$ cat config.mk
export PLATFORM = sky130hd
export DESIGN_NAME = cpu_axi_bridge_flat
export DESIGN_NICKNAME = d
export VERILOG_FILES = /design/src/rtl/cpu_axi_bridge_if.sv /design/src/rtl/cpu_axi_bridge.sv /design/src/flat_wrapper.sv
export SDC_FILE = /design/constraint.sdc
export NUM_CORES = 1
export LEC_CHECK = 0
export CAP_MARGIN = 5
export CORE_AREA = 3 3 159 161
export CTS_BUF_LIST = sky130_fd_sc_hd__clkbuf_8
export CTS_CLUSTER_DIAMETER = 120
export CTS_CLUSTER_SIZE = 28
export DETAILED_ROUTE_END_ITERATION = 7
export DIE_AREA = 0 0 162 164
export RECOVER_POWER = 100
export SYNTH_ARGS = -nofsm -noshare
export SYNTH_HDL_FRONTEND = slang
export SYNTH_SLANG_ARGS = --single-unit
$ cat constraint.sdc
create_clock -name clk -period 1.89 [get_ports clk]
set_input_delay 0.4725 -clock clk [delete_from_list [all_inputs] [get_ports clk]]
set_output_delay 0.4725 -clock clk [all_outputs]
set_load 0.05 [all_outputs]
$ cat src/rtl/cpu_axi_bridge_if.sv
// cpu_axi_bridge_if: AXI3 bus between the CPU bridge (master) and the
// crossbar/RAM (slave). Single-beat transfers only.
//
// Handshake rule for every channel: a transfer happens on a rising clk edge
// where both valid and ready are high. The source holds valid and the payload
// stable until that edge. The source never waits for ready before raising valid.
interface cpu_axi_bridge_if #(
    parameter int ADDR_W = 32,
    parameter int DATA_W = 32
);
    localparam int STRB_W = DATA_W / 8;

    // read address channel
    logic [3:0]        arid;
    logic [ADDR_W-1:0] araddr;
    logic [7:0]        arlen;
    logic [2:0]        arsize;
    logic [1:0]        arburst;
    logic              arvalid;
    logic              arready;
    // read data channel
    logic [3:0]        rid;
    logic [DATA_W-1:0] rdata;
    logic [1:0]        rresp;
    logic              rlast;
    logic              rvalid;
    logic              rready;
    // write address channel
    logic [3:0]        awid;
    logic [ADDR_W-1:0] awaddr;
    logic [7:0]        awlen;
    logic [2:0]        awsize;
    logic [1:0]        awburst;
    logic              awvalid;
    logic              awready;
    // write data channel
    logic [3:0]        wid;
    logic [DATA_W-1:0] wdata;
    logic [STRB_W-1:0] wstrb;
    logic              wlast;
    logic              wvalid;
    logic              wready;
    // write response channel
    logic [3:0]        bid;
    logic [1:0]        bresp;
    logic              bvalid;
    logic              bready;

    modport master (
        output arid, araddr, arlen, arsize, arburst, arvalid,
        input  arready,
        input  rid, rdata, rresp, rlast, rvalid,
        output rready,
        output awid, awaddr, awlen, awsize, awburst, awvalid,
        input  awready,
        output wid, wdata, wstrb, wlast, wvalid,
        input  wready,
        input  bid, bresp, bvalid,
        output bready
    );

    modport slave (
        input  arid, araddr, arlen, arsize, arburst, arvalid,
        output arready,
        output rid, rdata, rresp, rlast, rvalid,
        input  rready,
        input  awid, awaddr, awlen, awsize, awburst, awvalid,
        output awready,
        input  wid, wdata, wstrb, wlast, wvalid,
        output wready,
        output bid, bresp, bvalid,
        input  bready
    );
endinterface

$ cat src/rtl/cpu_axi_bridge.sv
// cpu_axi_bridge: turns the core's inst and data SRAM-like ports into one
// AXI3 master. One read engine (shared by inst and data, data first) and one
// write engine, single-beat only. The data port keeps one transaction in
// flight so its data_ok pulses come back in request order.
//
// Optional build macro DATA_POSTED_WRITE_EN: a data write is acknowledged once
// its AW and W handshakes are done, and a later data read to a different word
// may start while the B response is still pending.
module cpu_axi_bridge #(
    parameter int ADDR_W = 32,
    parameter int DATA_W = 32
) (
    input  logic                clk,
    input  logic                resetn,
    // inst port (read-only)
    input  logic                inst_sram_req,
    input  logic                inst_sram_wr,
    input  logic [1:0]          inst_sram_size,
    input  logic [DATA_W/8-1:0] inst_sram_wstrb,
    input  logic [ADDR_W-1:0]   inst_sram_addr,
    input  logic [DATA_W-1:0]   inst_sram_wdata,
    output logic                inst_sram_addr_ok,
    output logic                inst_sram_data_ok,
    output logic [DATA_W-1:0]   inst_sram_rdata,
    // data port
    input  logic                data_sram_req,
    input  logic                data_sram_wr,
    input  logic [1:0]          data_sram_size,
    input  logic [DATA_W/8-1:0] data_sram_wstrb,
    input  logic [ADDR_W-1:0]   data_sram_addr,
    input  logic [DATA_W-1:0]   data_sram_wdata,
    output logic                data_sram_addr_ok,
    output logic                data_sram_data_ok,
    output logic [DATA_W-1:0]   data_sram_rdata,
    // AXI3 master
    cpu_axi_bridge_if.master    axi,
    // FSM state observation
    output logic [1:0]          dbg_r_state,
    output logic [1:0]          dbg_w_state
);
    localparam int STRB_W = DATA_W / 8;

    localparam logic [1:0] R_IDLE = 2'd0;
    localparam logic [1:0] R_ADDR = 2'd1;
    localparam logic [1:0] R_DATA = 2'd2;

    localparam logic [1:0] W_IDLE = 2'd0;
    localparam logic [1:0] W_REQ  = 2'd1;
    localparam logic [1:0] W_RESP = 2'd2;

    logic [1:0]        r_state, r_state_nxt;
    logic [1:0]        w_state, w_state_nxt;

    logic [3:0]        arid_q;
    logic [ADDR_W-1:0] araddr_q;
    logic [2:0]        arsize_q;
    logic [ADDR_W-1:0] awaddr_q;
    logic [2:0]        awsize_q;
    logic [DATA_W-1:0] wdata_q;
    logic [STRB_W-1:0] wstrb_q;
    logic              aw_done, w_done;

    logic r_idle, w_idle;
    logic data_rd_req, data_wr_req;
    logic data_rd_inflight;
    logic wr_blocks_rd;
    logic rd_sel_data, rd_sel_inst, wr_accept;
    logic aw_hs, w_hs, wr_issued;
    logic r_beat, b_beat, wr_data_ok;

    assign r_idle      = (r_state == R_IDLE);
    assign w_idle      = (w_state == W_IDLE);
    assign data_rd_req = data_sram_req & ~data_sram_wr;
    assign data_wr_req = data_sram_req &  data_sram_wr;

    // arid_q[0] marks the read in flight as a data read
    assign data_rd_inflight = ~r_idle & arid_q[0];

    assign aw_hs     = axi.awvalid & axi.awready;
    assign w_hs      = axi.wvalid  & axi.wready;
    assign wr_issued = (w_state == W_REQ) & (aw_done | aw_hs) & (w_done | w_hs);
    assign r_beat    = (r_state == R_DATA) & axi.rvalid;
    assign b_beat    = (w_state == W_RESP) & axi.bvalid;

`ifdef DATA_POSTED_WRITE_EN
    // a read may pass a write waiting on B unless it targets the same word
    assign wr_blocks_rd = (w_state == W_REQ) |
                          ((w_state == W_RESP) &
                           (data_sram_addr[ADDR_W-1:2] == awaddr_q[ADDR_W-1:2]));
    assign wr_data_ok   = wr_issued;
`else
    assign wr_blocks_rd = ~w_idle;
    assign wr_data_ok   = b_beat;
`endif

    // data read wins the read engine; a blocked data read lets inst through
    assign rd_sel_data = r_idle & data_rd_req & ~wr_blocks_rd;
    assign rd_sel_inst = r_idle & inst_sram_req & ~rd_sel_data;
    assign wr_accept   = w_idle & data_wr_req & ~data_rd_inflight;

    assign inst_sram_addr_ok = rd_sel_inst;
    assign data_sram_addr_ok = rd_sel_data | wr_accept;
    assign inst_sram_data_ok = r_beat & ~axi.rid[0];
    assign data_sram_data_ok = (r_beat & axi.rid[0]) | wr_data_ok;
    assign inst_sram_rdata   = axi.rdata;
    assign data_sram_rdata   = axi.rdata;

    assign axi.arid    = arid_q;
    assign axi.araddr  = araddr_q;
    assign axi.arlen   = 8'd0;
    assign axi.arsize  = arsize_q;
    assign axi.arburst = 2'b01;
    assign axi.arvalid = (r_state == R_ADDR);
    assign axi.rready  = (r_state == R_DATA);

    assign axi.awid    = 4'd1;
    assign axi.awaddr  = awaddr_q;
    assign axi.awlen   = 8'd0;
    assign axi.awsize  = awsize_q;
    assign axi.awburst = 2'b01;
    assign axi.awvalid = (w_state == W_REQ) & ~aw_done;
    assign axi.wid     = 4'd1;
    assign axi.wdata   = wdata_q;
    assign axi.wstrb   = wstrb_q;
    assign axi.wlast   = 1'b1;
    assign axi.wvalid  = (w_state == W_REQ) & ~w_done;
    assign axi.bready  = (w_state == W_RESP);

    assign dbg_r_state = r_state;
    assign dbg_w_state = w_state;

    // inputs the bridge deliberately ignores
    logic unused_inputs;
    assign unused_inputs = ^{inst_sram_wr, inst_sram_wstrb, inst_sram_wdata,
                             axi.rid[3:1], axi.rresp, axi.rlast, axi.bid, axi.bresp};

    // read FSM next state
    always_comb begin
        r_state_nxt = r_state;
        case (r_state)
            R_IDLE:  if (rd_sel_data | rd_sel_inst) r_state_nxt = R_ADDR;
            R_ADDR:  if (axi.arready)               r_state_nxt = R_DATA;
            R_DATA:  if (axi.rvalid)                r_state_nxt = R_IDLE;
            default:                                r_state_nxt = R_IDLE;
        endcase
    end

    // write FSM next state
    always_comb begin
        w_state_nxt = w_state;
        case (w_state)
            W_IDLE:  if (wr_accept)   w_state_nxt = W_REQ;
            W_REQ:   if (wr_issued)   w_state_nxt = W_RESP;
            W_RESP:  if (axi.bvalid)  w_state_nxt = W_IDLE;
            default:                  w_state_nxt = W_IDLE;
        endcase
    end

    // state registers
    always_ff @(posedge clk or negedge resetn) begin
        if (!resetn) begin
            r_state <= R_IDLE;
            w_state <= W_IDLE;
        end else begin
            r_state <= r_state_nxt;
            w_state <= w_state_nxt;
        end
    end

    // AR payload, captured on the read addr_ok cycle
    always_ff @(posedge clk or negedge resetn) begin
        if (!resetn) begin
            arid_q   <= 4'd0;
            araddr_q <= '0;
            arsize_q <= 3'd0;
        end else if (rd_sel_data) begin
            arid_q   <= 4'd1;
            araddr_q <= data_sram_addr;
            arsize_q <= {1'b0, data_sram_size};
        end else if (rd_sel_inst) begin
            arid_q   <= 4'd0;
            araddr_q <= inst_sram_addr;
            arsize_q <= {1'b0, inst_sram_size};
        end
    end

    // AW/W payload, captured on the write addr_ok cycle
    always_ff @(posedge clk or negedge resetn) begin
        if (!resetn) begin
            awaddr_q <= '0;
            awsize_q <= 3'd0;
            wdata_q  <= '0;
            wstrb_q  <= '0;
        end else if (wr_accept) begin
            awaddr_q <= data_sram_addr;
            awsize_q <= {1'b0, data_sram_size};
            wdata_q  <= data_sram_wdata;
            wstrb_q  <= data_sram_wstrb;
        end
    end

    // AW and W complete independently; both flags clear when the pair is done
    always_ff @(posedge clk or negedge resetn) begin
        if (!resetn) begin
            aw_done <= 1'b0;
            w_done  <= 1'b0;
        end else if (wr_issued) begin
            aw_done <= 1'b0;
            w_done  <= 1'b0;
        end else begin
            if (aw_hs) aw_done <= 1'b1;
            if (w_hs)  w_done  <= 1'b1;
        end
    end
endmodule
$ cat src/flat_wrapper.sv
// flat-port wrapper written by rule: the top's interface ports become plain ports
module cpu_axi_bridge_flat 
#(
    parameter int ADDR_W = 32,
    parameter int DATA_W = 32
)
  (clk, resetn, inst_sram_req, inst_sram_wr, inst_sram_size, inst_sram_wstrb, inst_sram_addr, inst_sram_wdata, inst_sram_addr_ok, inst_sram_data_ok, inst_sram_rdata, data_sram_req, data_sram_wr, data_sram_size, data_sram_wstrb, data_sram_addr, data_sram_wdata, data_sram_addr_ok, data_sram_data_ok, data_sram_rdata, dbg_r_state, dbg_w_state, axi_arid, axi_araddr, axi_arlen, axi_arsize, axi_arburst, axi_arvalid, axi_arready, axi_rid, axi_rdata, axi_rresp, axi_rlast, axi_rvalid, axi_rready, axi_awid, axi_awaddr, axi_awlen, axi_awsize, axi_awburst, axi_awvalid, axi_awready, axi_wid, axi_wdata, axi_wstrb, axi_wlast, axi_wvalid, axi_wready, axi_bid, axi_bresp, axi_bvalid, axi_bready);
  cpu_axi_bridge_if #(.ADDR_W(ADDR_W), .DATA_W(DATA_W)) axi_i ();
  input  logic clk;
  input  logic resetn;
  input  logic inst_sram_req;
  input  logic inst_sram_wr;
  input  logic [1:0] inst_sram_size;
  input  logic [DATA_W/8-1:0] inst_sram_wstrb;
  input  logic [ADDR_W-1:0] inst_sram_addr;
  input  logic [DATA_W-1:0] inst_sram_wdata;
  output logic inst_sram_addr_ok;
  output logic inst_sram_data_ok;
  output logic [DATA_W-1:0] inst_sram_rdata;
  input  logic data_sram_req;
  input  logic data_sram_wr;
  input  logic [1:0] data_sram_size;
  input  logic [DATA_W/8-1:0] data_sram_wstrb;
  input  logic [ADDR_W-1:0] data_sram_addr;
  input  logic [DATA_W-1:0] data_sram_wdata;
  output logic data_sram_addr_ok;
  output logic data_sram_data_ok;
  output logic [DATA_W-1:0] data_sram_rdata;
  output logic [1:0] dbg_r_state;
  output logic [1:0] dbg_w_state;
  output wire logic [$bits(axi_i.arid)-1:0] axi_arid;
  output wire logic [$bits(axi_i.araddr)-1:0] axi_araddr;
  output wire logic [$bits(axi_i.arlen)-1:0] axi_arlen;
  output wire logic [$bits(axi_i.arsize)-1:0] axi_arsize;
  output wire logic [$bits(axi_i.arburst)-1:0] axi_arburst;
  output wire logic [$bits(axi_i.arvalid)-1:0] axi_arvalid;
  input wire logic [$bits(axi_i.arready)-1:0] axi_arready;
  input wire logic [$bits(axi_i.rid)-1:0] axi_rid;
  input wire logic [$bits(axi_i.rdata)-1:0] axi_rdata;
  input wire logic [$bits(axi_i.rresp)-1:0] axi_rresp;
  input wire logic [$bits(axi_i.rlast)-1:0] axi_rlast;
  input wire logic [$bits(axi_i.rvalid)-1:0] axi_rvalid;
  output wire logic [$bits(axi_i.rready)-1:0] axi_rready;
  output wire logic [$bits(axi_i.awid)-1:0] axi_awid;
  output wire logic [$bits(axi_i.awaddr)-1:0] axi_awaddr;
  output wire logic [$bits(axi_i.awlen)-1:0] axi_awlen;
  output wire logic [$bits(axi_i.awsize)-1:0] axi_awsize;
  output wire logic [$bits(axi_i.awburst)-1:0] axi_awburst;
  output wire logic [$bits(axi_i.awvalid)-1:0] axi_awvalid;
  input wire logic [$bits(axi_i.awready)-1:0] axi_awready;
  output wire logic [$bits(axi_i.wid)-1:0] axi_wid;
  output wire logic [$bits(axi_i.wdata)-1:0] axi_wdata;
  output wire logic [$bits(axi_i.wstrb)-1:0] axi_wstrb;
  output wire logic [$bits(axi_i.wlast)-1:0] axi_wlast;
  output wire logic [$bits(axi_i.wvalid)-1:0] axi_wvalid;
  input wire logic [$bits(axi_i.wready)-1:0] axi_wready;
  input wire logic [$bits(axi_i.bid)-1:0] axi_bid;
  input wire logic [$bits(axi_i.bresp)-1:0] axi_bresp;
  input wire logic [$bits(axi_i.bvalid)-1:0] axi_bvalid;
  output wire logic [$bits(axi_i.bready)-1:0] axi_bready;
  assign axi_arid = axi_i.arid;
  assign axi_araddr = axi_i.araddr;
  assign axi_arlen = axi_i.arlen;
  assign axi_arsize = axi_i.arsize;
  assign axi_arburst = axi_i.arburst;
  assign axi_arvalid = axi_i.arvalid;
  assign axi_i.arready = axi_arready;
  assign axi_i.rid = axi_rid;
  assign axi_i.rdata = axi_rdata;
  assign axi_i.rresp = axi_rresp;
  assign axi_i.rlast = axi_rlast;
  assign axi_i.rvalid = axi_rvalid;
  assign axi_rready = axi_i.rready;
  assign axi_awid = axi_i.awid;
  assign axi_awaddr = axi_i.awaddr;
  assign axi_awlen = axi_i.awlen;
  assign axi_awsize = axi_i.awsize;
  assign axi_awburst = axi_i.awburst;
  assign axi_awvalid = axi_i.awvalid;
  assign axi_i.awready = axi_awready;
  assign axi_wid = axi_i.wid;
  assign axi_wdata = axi_i.wdata;
  assign axi_wstrb = axi_i.wstrb;
  assign axi_wlast = axi_i.wlast;
  assign axi_wvalid = axi_i.wvalid;
  assign axi_i.wready = axi_wready;
  assign axi_i.bid = axi_bid;
  assign axi_i.bresp = axi_bresp;
  assign axi_i.bvalid = axi_bvalid;
  assign axi_bready = axi_i.bready;
  cpu_axi_bridge #(.ADDR_W(ADDR_W), .DATA_W(DATA_W)) u_core (.clk(clk), .resetn(resetn), .inst_sram_req(inst_sram_req), .inst_sram_wr(inst_sram_wr), .inst_sram_size(inst_sram_size), .inst_sram_wstrb(inst_sram_wstrb), .inst_sram_addr(inst_sram_addr), .inst_sram_wdata(inst_sram_wdata), .inst_sram_addr_ok(inst_sram_addr_ok), .inst_sram_data_ok(inst_sram_data_ok), .inst_sram_rdata(inst_sram_rdata), .data_sram_req(data_sram_req), .data_sram_wr(data_sram_wr), .data_sram_size(data_sram_size), .data_sram_wstrb(data_sram_wstrb), .data_sram_addr(data_sram_addr), .data_sram_wdata(data_sram_wdata), .data_sram_addr_ok(data_sram_addr_ok), .data_sram_data_ok(data_sram_data_ok), .data_sram_rdata(data_sram_rdata), .axi(axi_i), .dbg_r_state(dbg_r_state), .dbg_w_state(dbg_w_state));
endmodule
; Word-level counts from Yosys, hierarchy flattened
; Cells that the tools add are included.
[classes]
n_addsub = 0
multipliers = 0
div = 0
order_cmp = 0
eq_ne = 10
n_shift = 0
mux = 18
bitwise_logic = 31
n_reduce_logical = 7
[ops]
columns = cell, count
row1 = two-way mux 32 bit, 2
row2 = bitwise AND 1 bit, 19
row3 = two-way mux 2 bit, 6
row4 = case mux 2 bit (3 select lines), 2
row5 = two-way mux 4 bit, 2
row6 = "!= test 2 bit, second input constant", 4
row7 = NOT 1 bit, 7
row8 = two-way mux 3 bit, 2
row9 = AND reduction 3 bit, 2
row10 = nonzero test 2 bit, 3
row11 = OR 1 bit, 5
row12 = "equality test 2 x 1 -> 1 bit, second input constant", 2
row13 = "equality test 2 bit, second input constant", 2
row14 = logical NOT 2 bit, 2
row15 = two-way mux 1 bit, 4
row16 = "!= test 2 x 1 -> 1 bit, second input constant", 2
[totals]
register_bits = 115
latch_bits = 0
ram_bits = 0
romBits = 0
input_bits = 196
n_memories = 0

; Logic depth before layout (Yosys ltp)
; Gate-level depths: netlist of run 1.
[logic_depth]
word_depth = 9
depth_mapped = 5
depth_no_buf = 3

; Worst setup path after synthesis of run 1
; No wires, ideal clock.
[synth_path]
path_type = flip-flop to output port
from = reg u_core.r_state[1] (netlist: u_core.dbg_r_state[1])
to = out inst_sram_data_ok
t_arrival_ps = 2341
slack_ps = -924
path_stages_with_launch = 4
path_buffers = 0
cell_sequence = dfrtp_1 -> nor2b_1 -> nand2_1 -> nor2_1
[synth_between]
elab_chain_cells = 3
[synth_rtl]
columns = item, line
row1 = "start, declared", cpu_axi_bridge.sv:51  ; logic [1:0] r_state, r_state_nxt;
row2 = "start signal, assigned", cpu_axi_bridge.sv:165  ; r_state <= r_state_nxt;
row3 = equality test 2 bit, --
row4 = via axi_rready, flat_wrapper.sv:43  ; output wire logic [$bits(axi_i.rready)-1:0] axi_rready;
row5 = bitwise AND 1 bit, cpu_axi_bridge.sv:82  ; assign r_beat = (r_state == R_DATA) & axi.rvalid;
row6 = bitwise AND 1 bit, cpu_axi_bridge.sv:103  ; assign inst_sram_data_ok = r_beat & ~axi.rid[0];
row7 = "end, declared", flat_wrapper.sv:18  ; output logic inst_sram_data_ok;
; The timed path passes the listed nets, and every way through them passes these cells.

; Worst setup path in the final report of run 1
[layout_path]
from = reg u_core.r_state[1] (netlist: u_core.dbg_r_state[1])
to = out inst_sram_addr_ok
[layout_between]
elab_chain_cells = 5
word_cells_on_any_way = 6
[layout_rtl]
columns = item, line
row1 = logical NOT 2 bit *, cpu_axi_bridge.sv:71  ; assign r_idle = (r_state == R_IDLE);
row2 = bitwise AND 1 bit (2 in a row), cpu_axi_bridge.sv:97  ; assign rd_sel_data = r_idle & data_rd_req & ~wr_blocks_rd;
row3 = NOT 1 bit, cpu_axi_bridge.sv:98  ; assign rd_sel_inst = r_idle & inst_sram_req & ~rd_sel_data;
row4 = bitwise AND 1 bit *, cpu_axi_bridge.sv:98
row5 = "end, declared", flat_wrapper.sv:17  ; output logic inst_sram_addr_ok;
; Mark *: on every way between the ends. The rest lies on a longest branch, timed or not.

==> results.yml, run 1 <==
run_status:
  status: "finished, violations left"
  violations: "setup timing"
clock_network:
  cts_tree: "done"
  htree_levels: 3
  cts_hold_buf: 0
  clockBufferDepth: 2
  numCtsBuffers: 9
  root_buffer: "clkbuf_8"
  insertion_delay_ns: 0.39
  clk_pin_slew_ns: 0.13
  clock_sinks: 111
floorplanning:
  coreArea_sq_um: 24100
  die-area_sq_um: 26600
  die_w_microns: 162
  io_pins: 412
  initial_core_util_pct: 22.9
  die_y_microns: 164
  num_rows: 57
grt:
  grtUsageTotal_pct: 10.5
  grt_pass1_vias: 3907
  grt_max_degree: 58
  grt_pass1_wl_microns: 21700
  antenna_found_initial: 0
  overflow: 0
place:
  io_buffer_count: 232
  place_inst: 898
  dp_hpwl_microns: 10600
  gp_congestion: 0.688
power_and_ir_drop:
  seq_power_share_pct: 27.4
  p_int_mw: 7.39
  p_per_area_nw_per_um2: 2030
  switching_power_mw: 8.11
  clkPwrFrac_pct: 9.8
  p_leak_nw: 3.50
  combPwrFrac_pct: 62.8
  sw_frac_of_total_pct: 52.3
  ir_drop_mv: 0.773
drt:
  drtIter0Drc: 83
  viasPerCell: 3.82
  routedWlPerCell_microns: 15.1
  drc_errors: 0
  ant_nets: 0
  dr.pass1.iters: 4
  drt_wl_total_microns: 14000
  vias: 3536
finish:
  final_cells: 926
  fillers: 2543
  area_growth_pct: 38.3
  final_layout_size_suffix_gt1_share_pct: 45.5
  layout.nets: 793
  diodes: 0
  multi_input_area_sq_um: 2090
  register_area_sq_um: 2780
logic_synthesis:
  ys_seq_elements: 111
  synth.distinct_cells: 26
  synth_ff_type: "dfrtp_1"
  synth_area_per_cell_sq_um: 13.7
  ys_warn_count: 0
  yosysSeqAreaShare_pct: 50.4
  synthCells: 403
  syn-cell-area_sq_um: 5520
  async_reset_ff_share_pct: 100
  synth_edf_count: 0
timing:
  max_slew_margin_pct: 0.718
  min_period_ns: 2.05
  setup_ws_ns: -0.163
  drv_slew: 0
  fin_setup_tns_ns: -0.761
  fin_skew_ns: 0.0160
  setup_viol: 17
  hold_viol: 0
  post-route-period-util_pct: 109
  rsz0062_at_grt: "yes"
  fmax_mhz: 487
  tightest_slew_ns: 1.49
worst_setup_path:
  critPathArrivalTime_ns: 1.58
  cp.required_ns: 1.42
  max_stage_delay_ns: 0.48
  startpoint_type: "flop"
  rrSetupSlack_ns: -0.01
  cp_slowest_cell: "dfrtp_2"
  worstPathCellList: "nor3_2 -> nand3_2 -> and2_4 -> buf_6"
  cp_max_fo: 4
  end_kind: "output port"
  criticalPathCategory: "reg -> out"
hold_path:
  holdCritPathClass: "reg -> reg"
job:
  max_cap_violations: 0
[cell usage after synthesis, drive strengths merged, types with 2 or more instances]
cell   instances  share of area, %
mux2         138                31
buf          112                15
dfrtp        111                50
nor2          11              0.75
inv            4              0.27
nand2          4              0.27
nor2b          4              0.45
a21oi          3              0.27
o21ai          3              0.27
conb           2              0.14
[area by class of cell]
class	count	share of cell area (%)
sequential	111	36.5
timing repair buffer	264	27.9
multi-input combinational	207	27.4
tap	324	5.31
clock buffer	9	1.62
clock inverter	7	1.10
inverter	4	0.197
[what timing repair did]
| item | 4_1_cts | 5_1_grt |
|---|---|---|
| pin swaps | 6 | 3 |
| endpoints found under the setup margin | 7 | 35 |
| buffers inserted | 9 | 3 |
| gates resized for setup | 17 | 4 |
[final timing paths]
check,to,cells after the start,startpoint
setup / recovery,inst_sram_addr_ok,4,u_core.dbg_r_state[1]$_DFFE_PN0P_
hold / removal,u_core.axi.wdata[15]$_DFFE_PN0P_,1,u_core.axi.wdata[15]$_DFFE_PN0P_
min in group asynchronous,u_core.axi.wdata[19]$_DFFE_PN0P_,2,resetn
max in group asynchronous,u_core.axi.araddr[13]$_DFFE_PN0P_,2,resetn
setup reg to reg,u_core.axi.araddr[7]$_DFFE_PN0P_,5,u_core.dbg_r_state[1]$_DFFE_PN0P_
hold reg to reg,u_core.axi.wdata[15]$_DFFE_PN0P_,1,u_core.axi.wdata[15]$_DFFE_PN0P_
[sequential cells by signal (all words and copies together) (netlist names)]
register / flops
u_core.axi.wdata: 32
u_core.axi.awaddr: 32
u_core.aw_done: 1
u_core.axi.arsize: 2
u_core.dbg_w_state: 2
u_core.axi.wstrb: 4
u_core.axi.arid: 1
u_core.w_done: 1
u_core.axi.araddr: 32
u_core.axi.awsize: 2
u_core.dbg_r_state: 2
[cell usage in the layout, fill, tap and decap left out, types with 4 or more instances in the layout]
cell type	n
dfrtp_2	4
mux2_1	44
clkbuf_4	5
clkbuf_2	105
buf_4	17
nor2_1	7
dfrtp_1	107
nor2_4	4
conb_1	34
clkbuf_1	6
inv_1	4
buf_6	7
clkdlybuf4s50_1	112
buf_12	10
clkbuf_8	9
mux2_4	36
mux2_2	58
[cells by family (layout without fill, tap and decap cells)]
| family | after synthesis | in the layout | synth area share [%] |
|---|---|---|---|
| and+or+nand+nor | 25 | 25 | 2.25 |
| DFF | 111 | 111 | 50.4 |
| AOI/OAI and AO/OA | 10 | 10 | 1.13 |
| muxes | 138 | 138 | 30.6 |
| other | 2 | 34 | 0.136 |
| buffers and inverters | 117 | 284 | 15.5 |
[power by group through the flow]
stage | Combinational [mW] | Clock, mW | Sequential (mW)
after global routing | 10.2 | 1.73 | 4.43
after floorplan | 3.23 | 0 | 8.47
after CTS | 10.6 | 1.63 | 4.28
after global placement | 10.3 | 0 | 4.26
after detailed placement | 10.4 | 0 | 4.30
final | 9.74 | 1.53 | 4.24
[through the flow]
step                      hold WS [ns]  cell area, sq um  power, mW  worst slack, ns  util [%]
after floorplan                  0.177              5670       11.7          0.00633         -
after global placement           0.475              7600       14.6           -0.326      31.5
after detailed placement         0.481              7600       14.7           -0.336      31.5
after CTS                       0.0438              7940       16.5           -0.219      32.9
after global routing             0.524              7630       16.4           -0.285      31.6
final                            0.502              7630       15.5           -0.163      31.6
[critical path, delay by kind of cell (launching register included)]
family	cells	cell delay, ns
buf+inv	1	0.14
flops	1	0.48
simple gates	3	0.55
[metal layers]
layer,vias up,GRT usage [%],wire (microns)
met3,28,3.58,1210
li1,1625,-,-
met5,-,0,0
met2,154,17.9,7050
met4,0,4.38,277
met1,1729,12.2,5420
Power figures use the tool's default switching activity.
==> run 2, diff against run 1 <==
--- a/config.mk
+++ b/config.mk
@@ -16,3 +16,4 @@
 export SYNTH_ARGS = -nofsm -noshare
 export SYNTH_HDL_FRONTEND = slang
 export SYNTH_SLANG_ARGS = --single-unit
+export TNS_END_PERCENT = 1
==> constraint.sdc (replaced) <==
create_clock -name clk -period 2.5 [get_ports clk]
set_input_delay 0.625 -clock clk [delete_from_list [all_inputs] [get_ports clk]]
set_output_delay 0.625 -clock clk [all_outputs]
set_load 0.05 [all_outputs]
==> results.yml, run 2 (synthesis gave the netlist of run 1 again) <==
clock_network:
  clk_pin_slew_ns: 0.13
  cts_setup_buffers: 0
  root_buffer: "clkbuf_8"
  clock_sinks: 111
  numCtsBuffers: 9
  cts_tree: "done"
  insertion_delay_ns: 0.39
  htree_levels: 3
  clockBufferDepth: 2
drt:
  viasPerCell: 3.84
  vias: 3464
  drt_wl_total_microns: 14000
  ant_nets: 0
  dr.pass1.iters: 4
  routedWlPerCell_microns: 15.5
  drc_errors: 0
  drtIter0Drc: 76
grt:
  grt_max_degree: 112
  grt_pass1_vias: 3726
  overflow: 0
  antenna_found_initial: 0
  grt_pass1_wl_microns: 21500
  grtUsageTotal_pct: 10.6
timing:
  fin_skew_ns: 0.0221
  post-route-period-util_pct: 95.0
  tightest_slew_ns: 1.61
  hold_ws_ns: 0.496
  hold_viol: 0
  drv_slew: 112
  max_slew_margin_pct: -7.66
  rsz0062_at_grt: "no"
  fmax_mhz: 421
  min_period_ns: 2.38
  setup_ws_ns: 0.125
  setup_viol: 0
floorplanning:
  die-area_sq_um: 26600
  initial_core_util_pct: 22.9
  coreArea_sq_um: 24100
  die_y_microns: 164
  num_rows: 57
  die_w_microns: 162
  io_pins: 412
hold_path:
  holdCritPathClass: "reg -> reg"
  min_delay_path_depth: 1
  holdPathEnd: "u_core.axi.wdata[7]$_DFFE_PN0P_"
  min_from: "u_core.axi.wdata[7]$_DFFE_PN0P_"
finish:
  final_common_cell: "clkdlybuf4s50_1"
  final_cells: 903
  layout.nets: 770
  diodes: 0
  area_growth_pct: 39.3
  final_layout_size_suffix_gt1_share_pct: 18.5
  final_cell_mix: "116 x clkdlybuf4s50_1, 111 x dfrtp_1, 106 x dlygate4sd3_1"
  final_area_sq_um: 7680
place:
  place_inst: 887
  dp_slack_ns: 0.0638
  gp_congestion: 0.697
  io_buffer_count: 232
  dpl_cell_area_sq_um: 7670
  dp_hpwl_microns: 10200
run_status:
  status: "finished, violations left"
  violations: "capacitance limit, slew limit"
worst_setup_path:
  startpoint_type: "flop"
  cp.required_ns: 1.88
  critPathArrivalTime_ns: 1.75
  criticalPathCategory: "reg -> out"
  cp_slowest_cell: "clkdlybuf4s50_1"
  worstPathCellList: "clkdlybuf4s50_1"
  ff2ff_path_depth: 4
  r2r-start: "u_core.dbg_r_state[0]$_DFFE_PN0P_"
  cp_num_buf_inv: 1
  cp_max_fo: 6
  end_kind: "output port"
  reg2reg_to: "u_core.axi.wdata[18]$_DFFE_PN0P_"
  critPathTopFamily: "buffers and inverters"
  max_stage_delay_ns: 0.87
  rrSetupSlack_ns: 0.28
job:
  max_cap_violations: 1
power_and_ir_drop:
  clkPwrFrac_pct: 9.8
  ir_drop_mv: 0.692
  seq_power_share_pct: 27.4
  p_leak_nw: 3.26
  fin_total_pwr_mw: 11.5
  p_per_area_nw_per_um2: 1500
  combPwrFrac_pct: 62.8
  sw_frac_of_total_pct: 51.5
  switching_power_mw: 5.92
  p_int_mw: 5.58
## run 2: worst max-delay path by stage
stage | endpoint | slack [ns] | cells past startpoint | start
floorplan | data_sram_data_ok | -0.0005 | 2 | u_core.dbg_r_state[1]$_DFFE_PN0P_
detailed placement | u_core.axi.araddr[0]$_DFFE_PN0P_ | 0.06 | 5 | inst_sram_req
finish | dbg_r_state[0] | 0.12 | 1 | u_core.dbg_r_state[0]$_DFFE_PN0P_
global route | inst_sram_addr_ok | 0.005 | 5 | data_sram_wr
global placement | u_core.axi.araddr[0]$_DFFE_PN0P_ | 0.07 | 5 | inst_sram_req
CTS | dbg_r_state[0] | 0.08 | 1 | u_core.dbg_r_state[0]$_DFFE_PN0P_
## run 2: cell type report
cell class                      count  area, sq um
Inverter                            4         15.0
Sequential cell                   111         2780
Timing Repair Buffer              241         2350
Fill cell                        2463        16400
Clock inverter                      6         61.3
Multi-Input combinational cell    207         1930
Clock buffer                       10          138
Tap cell                          324          405
## run 2: power by group through the flow
| stage | clock network (mW) | registers, mW | logic, mW |
|---|---|---|---|
| finish | 1.13 | 3.15 | 7.22 |
| global route | 1.28 | 3.29 | 7.57 |
| CTS | 1.22 | 3.22 | 7.95 |
| detailed placement | 0 | 3.24 | 7.92 |
| global placement | 0 | 3.21 | 7.91 |
| floorplan | 0 | 6.39 | 2.42 |
## run 2: metal layers
layer  global-route usage, %  part of all wire [%]  vias up
met5                       0                     0        -
met4                    4.42                   2.2        0
met3                    3.81                   8.5       38
met2                    18.1                    50      158
met1                    12.1                    40     1685
li1                        -                     -     1583
## run 2: metrics by stage
stage	TNS, ns	utilization, %
6_report	0	31.9
3_3_place_gp	0	31.8
2_1_floorplan	-0.000496	-
4_1_cts	0	32.6
5_1_grt	0	31.9
3_5_place_dp	0	31.8
## run 2: repair_timing
action	4_1_cts	5_1_grt
gates resized for setup	1	0
hold buffers	0	0
setup endpoints to repair	1	0
==> run 3, diff against run 2 <==
--- a/config.mk
+++ b/config.mk
@@ -5,6 +5,7 @@
 export SDC_FILE = /design/constraint.sdc
 export NUM_CORES = 1
 export LEC_CHECK = 0
+export ABC_AREA = 1
 export CAP_MARGIN = 5
 export CORE_AREA = 3 3 159 161
 export CTS_BUF_LIST = sky130_fd_sc_hd__clkbuf_8
@@ -12,6 +13,7 @@
 export CTS_CLUSTER_SIZE = 28
 export DETAILED_ROUTE_END_ITERATION = 7
 export DIE_AREA = 0 0 162 164
+export GPL_ROUTABILITY_DRIVEN = 1
 export RECOVER_POWER = 100
 export SYNTH_ARGS = -nofsm -noshare
 export SYNTH_HDL_FRONTEND = slang
==> results.yml, run 3 <==
run_status:
  status: "finished clean"
timing:
  setup_ws_ns: 0.0799
  setup_viol: 0
  fin_skew_ns: 0.0166
  min_period_ns: 2.42
  max_slew_margin_pct: 16.1
  hold_viol: 0
  rsz0062_at_grt: "no"
  tightest_slew_ns: 1.26
  hold_ws_ns: 0.467
  fmax_mhz: 413
  fin_setup_tns_ns: 0
  drv_slew: 0
  post-route-period-util_pct: 96.8
drt:
  vias: 4974
  dr.pass1.iters: 4
  ant_nets: 0
  viasPerCell: 4.40
  drt_wl_total_microns: 18900
  drc_errors: 0
  drtIter0Drc: 366
  routedWlPerCell_microns: 16.7
logic_synthesis:
  synth_ff_type: "dfrtp_1"
  synth_area_per_cell_sq_um: 8.52
  synth.mux.area_fraction_pct: 0
  synth.distinct_cells: 23
  synth_top_family_by_area: "simple AND/OR/NAND/NOR gates"
  synthXorXnorAreaFrac_pct: 0
  synth_edf_count: 0
  synthAdderAreaFrac_pct: 0
  synth_most_common_cell: "nand3_1"
  syn-cell-area_sq_um: 5560
  async_reset_ff_share_pct: 100
  ys_warn_count: 0
  synth-simple-area-share_pct: 31.6
  yosysSeqAreaShare_pct: 50.0
  ys_seq_elements: 111
  yosys-top-cells-area: "dfrtp_1 50%, nand3_1 16%, buf_4 13%"
  synthCells: 652
  synth_top_area_share_pct: 50.0
  yosys-top-cells-count: "173 x nand3_1, 159 x nand2_1, 111 x dfrtp_1"
  synth_area_leader_cell: "dfrtp_1"
  synth-compound-area-share_pct: 0.743
place:
  gp_congestion: 0.732
  dp_slack_ns: 0.0948
  dp_hpwl_microns: 12900
  io_buffer_count: 232
worst_setup_path:
  cp_max_fo: 5
  critPathArrivalTime_ns: 1.80
  criticalPathCategory: "reg -> out"
  cp_num_buf_inv: 1
  r2r-start: "u_core.dbg_r_state[0]$_DFFE_PN0P_"
  rrSetupSlack_ns: 0.63
  critPathTopFamily: "buffers and inverters"
  max_stage_delay_ns: 0.87
  worstPathCellList: "clkdlybuf4s50_1"
  crit_cells: 1
  end_kind: "output port"
  cp.required_ns: 1.88
  reg2reg_to: "u_core.axi.araddr[16]$_DFFE_PN0P_"
  cp_slowest_cell: "clkdlybuf4s50_1"
  startpoint_type: "flop"
  ff2ff_path_depth: 5
grt:
  grt_pass1_vias: 5007
  grt_pass1_wl_microns: 29200
  antenna_found_initial: 0
  grt_max_degree: 72
  grtUsageTotal_pct: 14.1
  overflow: 0
clock_network:
  clockBufferDepth: 2
  insertion_delay_ns: 0.39
  cts_tree: "done"
  clock_sinks: 111
  numCtsBuffers: 9
  root_buffer: "clkbuf_8"
  clk_pin_slew_ns: 0.13
  htree_levels: 3
power_and_ir_drop:
  p_per_area_nw_per_um2: 1440
  fin_total_pwr_mw: 11.2
  ir_drop_mv: 0.588
  p_leak_nw: 3.75
finish:
  final_layout_size_suffix_gt1_share_pct: 5.83
  final_cell_mix: "173 x nand3_1, 159 x nand2_1, 115 x clkdlybuf4s50_1"
  layout.nets: 997
  fillers: 2624
  area_growth_pct: 40.9
  register_area_sq_um: 2780
  diodes: 0
  post-route-util_pct: 32.5
  multi_input_area_sq_um: 1940
  final_common_cell: "nand3_1"
floorplanning:
  die_w_microns: 162
  die-area_sq_um: 26600
  num_rows: 57
  initial_core_util_pct: 23.0
  coreArea_sq_um: 24100
  die_y_microns: 164
  io_pins: 412
job:
  max_cap_violations: 0
hold_path:
  holdCritPathClass: "in -> async"
[run 3: cell families (layout without fill, tap and decap cells)]
group	after synthesis	after routing
other	2	34
buffers and inverters	155	277
AO/OA/AOI/OAI	6	6
flip-flops	111	111
AND/OR/NAND/NOR	378	378
[run 3: through the flow]
step	std cells	instance area, sq um
CTS	1130	7910
global placement	1114	7720
finish	1130	7830
global route	1130	7830
detailed placement	1114	7720
floorplan	684	5690
[run 3: worst max-delay path by stage]
stage / endpoint / slack (ns) / start
final: dbg_r_state[1] / 0.08 / u_core.dbg_r_state[1]$_DFFE_PN0P_
after global routing: dbg_r_state[1] / 0.006 / u_core.dbg_r_state[1]$_DFFE_PN0P_
after CTS: dbg_w_state[1] / 0.04 / u_core.dbg_w_state[1]$_DFFE_PN0P_
after detailed placement: data_sram_addr_ok / 0.09 / data_sram_wr
after global placement: data_sram_addr_ok / 0.12 / data_sram_wr
after floorplan: inst_sram_data_ok / 0.13 / u_core.dbg_r_state[1]$_DFFE_PN0P_
[run 3: timing repair]
action	4_1_cts	5_1_grt
hold buffers	0	0
pin swaps	0	0
setup endpoints to repair	2	1
buffers inserted	0	0
gates resized for setup	2	1
[run 3: layer usage]
layer | wire (microns) | GRT usage, %
met5 | 0 | 0
met4 | 425 | 4.73
met3 | 1550 | 4.46
met2 | 8820 | 22.6
met1 | 8110 | 18.1
[run 3: area by class of cell]
cell class	count	share of cell area, %
sequential	111	35.5
timing repair buffer	247	31.4
multi-input combinational	418	24.8
tap	324	5.18
clock buffer	11	1.93
inverter	14	0.687
clock inverter	5	0.511
[run 3: power by group]
part | internal, mW | switching, mW | leakage [nW] | total, mW
Combinational | 1.91 | 5.09 | 2.27 | 7.01
Clock | 0.429 | 0.705 | 0.100 | 1.13
Sequential | 2.63 | 0.477 | 1.38 | 3.11
